<file path="src/rtl/adder_32_seq.sv">
// ============================================================================
// Module   : adder_32_seq (with helper adder_4_cla)
// Brief    : Sequential WIDTH-bit add/subtract built from one 4-bit CLA slice
//            reused over WIDTH/4 cycles, LSB slice first.
// Revision : 1.0 - initial release
// ============================================================================
`default_nettype none

module adder_4_cla (
    input  logic [3:0] a,
    input  logic [3:0] b,
    input  logic       cin,
    output logic [3:0] s,
    output logic       cout
);
    logic [3:0] w_g;
    logic [3:0] w_p;
    logic [4:0] w_c;

    always_comb begin
        w_g    = a & b;
        w_p    = a ^ b;
        w_c[0] = cin;
        w_c[1] = w_g[0] | (w_p[0] & cin);
        w_c[2] = w_g[1] | (w_p[1] & w_g[0]) | (w_p[1] & w_p[0] & cin);
        w_c[3] = w_g[2] | (w_p[2] & w_g[1]) | (w_p[2] & w_p[1] & w_g[0])
               | (w_p[2] & w_p[1] & w_p[0] & cin);
        w_c[4] = w_g[3] | (w_p[3] & w_g[2]) | (w_p[3] & w_p[2] & w_g[1])
               | (w_p[3] & w_p[2] & w_p[1] & w_g[0])
               | (w_p[3] & w_p[2] & w_p[1] & w_p[0] & cin);
        s      = w_p ^ w_c[3:0];
        cout   = w_c[4];
    end
endmodule

module adder_32_seq #(
    parameter int WIDTH = 32
) (
    input  logic             clk,
    input  logic             rst_n,
    input  logic             in_valid,
    output logic             in_ready,
    input  logic [WIDTH-1:0] op_a,
    input  logic [WIDTH-1:0] op_b,
    input  logic             op_sub,
    input  logic             abort,
    output logic             out_valid,
    input  logic             out_ready,
    output logic [WIDTH-1:0] sum,
    output logic             cout,
    output logic             ovf,
    output logic             zero
);
    localparam int                 c_N     = WIDTH / 4;
    localparam int                 c_IDX_W = (c_N > 1) ? $clog2(c_N) : 1;
    localparam logic [c_IDX_W-1:0] c_LAST  = c_IDX_W'(c_N - 1);
    localparam logic [c_IDX_W-1:0] c_ONE   = c_IDX_W'(1);

    typedef enum logic [1:0] {
        S_IDLE = 2'd0,
        S_BUSY = 2'd1,
        S_DONE = 2'd2
    } state_t;

    state_t             r_state;
    state_t             w_state_next;
    logic [WIDTH-1:0]   r_a;
    logic [WIDTH-1:0]   r_b;
    logic               r_carry;
    logic [c_IDX_W-1:0] r_idx;
    logic [WIDTH-1:0]   r_sum;
    logic               r_cout;
    logic               r_ovf;
    logic               r_zero;
    logic [3:0]         w_s;
    logic               w_cout;
    logic               w_last;

    adder_4_cla u_slice (
        .a    (r_a[{r_idx, 2'b00} +: 4]),
        .b    (r_b[{r_idx, 2'b00} +: 4]),
        .cin  (r_carry),
        .s    (w_s),
        .cout (w_cout)
    );

    assign w_last = (r_idx == c_LAST);

    always_ff @(posedge clk or negedge rst_n) begin
        if (!rst_n) begin
            r_state <= S_IDLE;
        end else begin
            r_state <= w_state_next;
        end
    end

    always_comb begin
        w_state_next = r_state;
        case (r_state)
            S_IDLE:  if (in_valid) w_state_next = S_BUSY;
            S_BUSY: begin
                if (abort)       w_state_next = S_IDLE;
                else if (w_last) w_state_next = S_DONE;
            end
            S_DONE:  if (out_ready) w_state_next = S_IDLE;
            default: w_state_next = S_IDLE;
        endcase
    end

    always_ff @(posedge clk or negedge rst_n) begin
        if (!rst_n) begin
            r_a     <= '0;
            r_b     <= '0;
            r_carry <= 1'b0;
            r_idx   <= '0;
            r_sum   <= '0;
            r_cout  <= 1'b0;
            r_ovf   <= 1'b0;
            r_zero  <= 1'b0;
        end else begin
            case (r_state)
                S_IDLE: begin
                    if (in_valid) begin
                        r_a     <= op_a;
                        r_b     <= op_sub ? ~op_b : op_b;
                        r_carry <= op_sub;
                        r_idx   <= '0;
                    end
                end
                S_BUSY: begin
                    if (!abort) begin
                        r_sum[{r_idx, 2'b00} +: 4] <= w_s;
                        r_carry                    <= w_cout;
                        r_idx                      <= r_idx + c_ONE;
                        if (w_last) begin
                            // Lower slices are already final, so the new top slice completes the flags.
                            r_cout <= w_cout;
                            r_ovf  <= (r_a[WIDTH-1] == r_b[WIDTH-1]) && (w_s[3] != r_a[WIDTH-1]);
                            r_zero <= (r_sum[WIDTH-5:0] == '0) && (w_s == 4'd0);
                        end
                    end
                end
                default: ;
            endcase
        end
    end

    assign in_ready  = (r_state == S_IDLE);
    assign out_valid = (r_state == S_DONE);
    assign sum       = r_sum;
    assign cout      = r_cout;
    assign ovf       = r_ovf;
    assign zero      = r_zero;
endmodule

`default_nettype wire

</file>
<file path="config.mk">
export PLATFORM = sky130hd
export DESIGN_NAME = adder_32_seq
export DESIGN_NICKNAME = d
export VERILOG_FILES = /design/src/rtl/adder_32_seq.sv
export SDC_FILE = /design/constraint.sdc
export NUM_CORES = 1
export LEC_CHECK = 0
export ABC_CLOCK_PERIOD_IN_PS = 3500
export BUFFER_PORTS_ARGS = -buffer_cell sky130_fd_sc_hd__buf_2
export CAP_MARGIN = 40
export CORE_MARGIN = 1.5
export CORE_UTILIZATION = 39
export CTS_CLUSTER_DIAMETER = 200
export DETAILED_ROUTE_END_ITERATION = 7
export SYNTH_ARGS = -nofsm -noshare
export SYNTH_HDL_FRONTEND = slang
export SYNTH_SLANG_ARGS = --single-unit
</file>
<file path="constraint.sdc">
create_clock -name clk -period 3.5 [get_ports clk]
set_input_delay 0 -clock clk [delete_from_list [all_inputs] [get_ports clk]]
set_output_delay 0 -clock clk [all_outputs]
set_load 0.01 [all_outputs]
</file>
==> impl_metrics.json <==
{
  "multi_input_area_mm2": 0.002396,
  "crit_chain": "buf_4 -> mux4_2 -> nand2_1 -> nand2_1 -> ha_1 -> a211oi_1 -> o21ai_0 -> nand3_1 -> o31ai_1",
  "synth_enable_flop_cells": 0,
  "worstSetupEndpointType": "flop",
  "stdcell_area_mm2": 0.006913,
  "overflow": 0,
  "die-height_um": 117.8,
  "rsz0062_at_grt": "false",
  "min_period_over_period": 0.8299,
  "setup_tns_ps": 0,
  "yosysSeqAreaShare": 0.5111,
  "critPathRequiredTime_ps": 3740,
  "critPathKind": "flop to flop",
  "design.die.area_mm2": 0.01388,
  "hpwl_um": 8771,
  "die_width_um": 117.8,
  "slowest_delay_ps": 530,
  "synthToLayoutAreaGrowth_pct": 34.46,
  "vdd_drop_max_mv": 0.3179,
  "cts_max_path_buffers": 2,
  "path_common_cell": "nand2_1",
  "clock_latency_ps": 350,
  "grt_use_total": 0.1937,
  "cts_buffers": 9,
  "max_cap_violations": 0,
  "power.density_mw_per_mm2": 610.4,
  "yosys_warnings": 0,
  "cts_setup_buffers": 0,
  "cts_htree_levels": 3,
  "coreArea_mm2": 0.01272,
  "io_pins": 107,
  "synth_seq_cells": 105,
  "antenna_cells": 0,
  "cts_sinks": 105,
  "status": "complete, no violations",
  "layout-drive-gt1-share": 0.3189,
  "gp_congestion": 0.7892,
  "remaining_drc_errors": 0,
  "num_rows": 41,
  "grt_pass1_vias": 4256,
  "drt-met1-wl_um": 5738,
  "first_pass_iters": 4,
  "arrival_ps": 3150,
  "final_nets": 703,
  "wl_met2_um": 6234,
  "hp-class": "input port to flop",
  "antenna_found_initial": 0,
  "slew_violations": 0,
  "syn-num-nets": 529,
  "r2r_slack_ps": 600,
  "antenna_left": 0,
  "clock_tree.root_cell": "clkbuf_16",
  "highest_layer": "met4",
  "grt_max_degree": 45,
  "cts_tree": "yes",
  "fillers": 1128,
  "synthesis.area_mm2": 0.005141,
  "synthCells": 446,
  "path_max_fanout": 15,
  "tightest_slew_ps": 592.7,
  "fin_crit_ps": 2905,
  "synth.distinct_cells": 39,
  "vias": 4007,
  "cts.reportedPaths.clkPinSlew_ps": 70,
  "route.met3.wl_um": 402,
  "slew_headroom": 0.6021,
  "grt_pass1_wl_um": 21460,
  "fmax_mhz": 344.3,
  "drt-total-wl_um": 12660,
  "placed_area_mm2": 0.005913,
  "setup_viol": 0,
  "port_buffers": 106,
  "via_per_inst": 5.034,
  "synthArstFlopShare": 1.000,
  "skew_ps": 10.30,
  "critPathSlowestCell": "mux4_2",
  "p_leak_uw": 0.003144,
  "synth_ff_type": "dfrtp_1",
  "syn_avg_cell_area_um2": 11.53,
  "hold_viol": 0,
  "start_kind": "flop",
  "drtIter0Drc": 180,
  "wl_per_cell_um": 15.91,
  "floorplan.initialDensity": 0.4041,
  "regArea_mm2": 0.002628
}
## logic make-up after synthesis
kind of cell | Yosys count | share of synthesized area
flip-flops | 105 | 0.5111
adder cells (fa/ha/maj) | 13 | 0.03310
AO/OA/AOI/OAI | 76 | 0.08932
XOR/XNOR | 34 | 0.05792
buffers and inverters | 28 | 0.02434
multiplexers | 61 | 0.1687
AND/OR/NAND/NOR | 129 | 0.1156
## sequential cells by signal, summed over array words and instances (netlist names)
signal / flops
ovf: 1
r_idx: 3
r_carry: 1
r_state: 2
cout: 1
zero: 1
sum: 32
r_b: 32
r_a: 32
## routing by layer
metal  vias to the layer above  global-route usage
li1                       1932                   -
met1                      1946              0.2520
met2                       106              0.3304
met3                        23             0.02326
met4                         0             0.07698
met5                         -                   0
## final timing paths
check | depth (start not counted) | end | startpoint
setup / recovery | 9 | sum[15]$_DFFE_PN0P_ | r_idx[0]$_DFFE_PN0P_
hold / removal | 3 | r_state[0]$_DFFE_PN0P_ | in_valid
setup reg to reg | 9 | sum[15]$_DFFE_PN0P_ | r_idx[0]$_DFFE_PN0P_
hold reg to reg | 2 | sum[30]$_DFFE_PN0P_ | sum[30]$_DFFE_PN0P_
max in group asynchronous | 4 | r_carry$_DFFE_PN0P_ | rst_n
min in group asynchronous | 2 | sum[22]$_DFFE_PN0P_ | rst_n
## layout by cell type, fill, tap and decap left out, types with 12 or more instances in the layout
cell type	synthesis	routed
dfrtp_1	105	105
a21oi_1	38	38
nand2_1	49	49
mux2_2	45	45
dlygate4sd3_1	0	66
o31ai_1	12	12
buf_2	16	105
buf_4	0	12
xnor2_1	33	33
nor2_1	45	44
ha_1	12	12
mux4_2	16	16
## through the flow
stage | util | hold WS, ps | power (uW) | instances | setup slack [ps]
after CTS | 0.5418 | 11.98 | 4256 | 795 | 554.5
after global routing | 0.5434 | 37.84 | 4496 | 796 | 307.0
after global placement | 0.4616 | 210.4 | 3059 | 712 | 688.2
final | 0.5434 | 23.97 | 4220 | 796 | 595.3
after detailed placement | 0.4648 | -8.880 | 3107 | 714 | 571.9
after floorplan | - | -295.6 | 2592 | 446 | 738.7
## critical path, delay by kind of cell, from the launching register on
kind	cells	cell delay (ps)
buf+inv	1	270
flops	1	350
mux	1	530
simple gates	3	560
fa+ha+maj	1	340
compound gates	3	740
## report_power, final
part,leakage (uW),switching [uW],internal (uW)
Combinational,0.00171,836,693
Sequential,0.00128,160,1450
Clock,0.000151,439,641
## final cells by class
type,instances,area share
Clock buffer,10,0.03457
Clock inverter,5,0.01158
Inverter,5,0.002715
Multi-Input combinational cell,313,0.3466
Sequential cell,105,0.3801
Tap cell,172,0.03113
Timing Repair Buffer,186,0.1933
## cell usage after synthesis, types with 4 or more instances
library cell / number / area share
o21ai_0: 11 / 0.011
o31ai_1: 12 / 0.018
mux2_2: 45 / 0.099
nor4_1: 7 / 0.0085
nand4b_1: 4 / 0.0068
buf_2: 16 / 0.016
dfrtp_1: 105 / 0.51
nand4_1: 5 / 0.0061
inv_1: 4 / 0.0029
xnor2_1: 33 / 0.056
a22o_1: 5 / 0.0085
nand2_1: 49 / 0.036
a21oi_1: 38 / 0.037
nor2_1: 45 / 0.033
mux4_2: 16 / 0.070
ha_1: 12 / 0.029
clkbuf_1: 7 / 0.0051
## what timing repair did
action / 4_1_cts / 5_1_grt
resized for setup: 0 / 0
endpoints found under the hold margin: 98 / 0
setup endpoints to repair: 0 / 0
hold buffers: 66 / 0
Note: power is estimated with default switching activity, not from simulation.
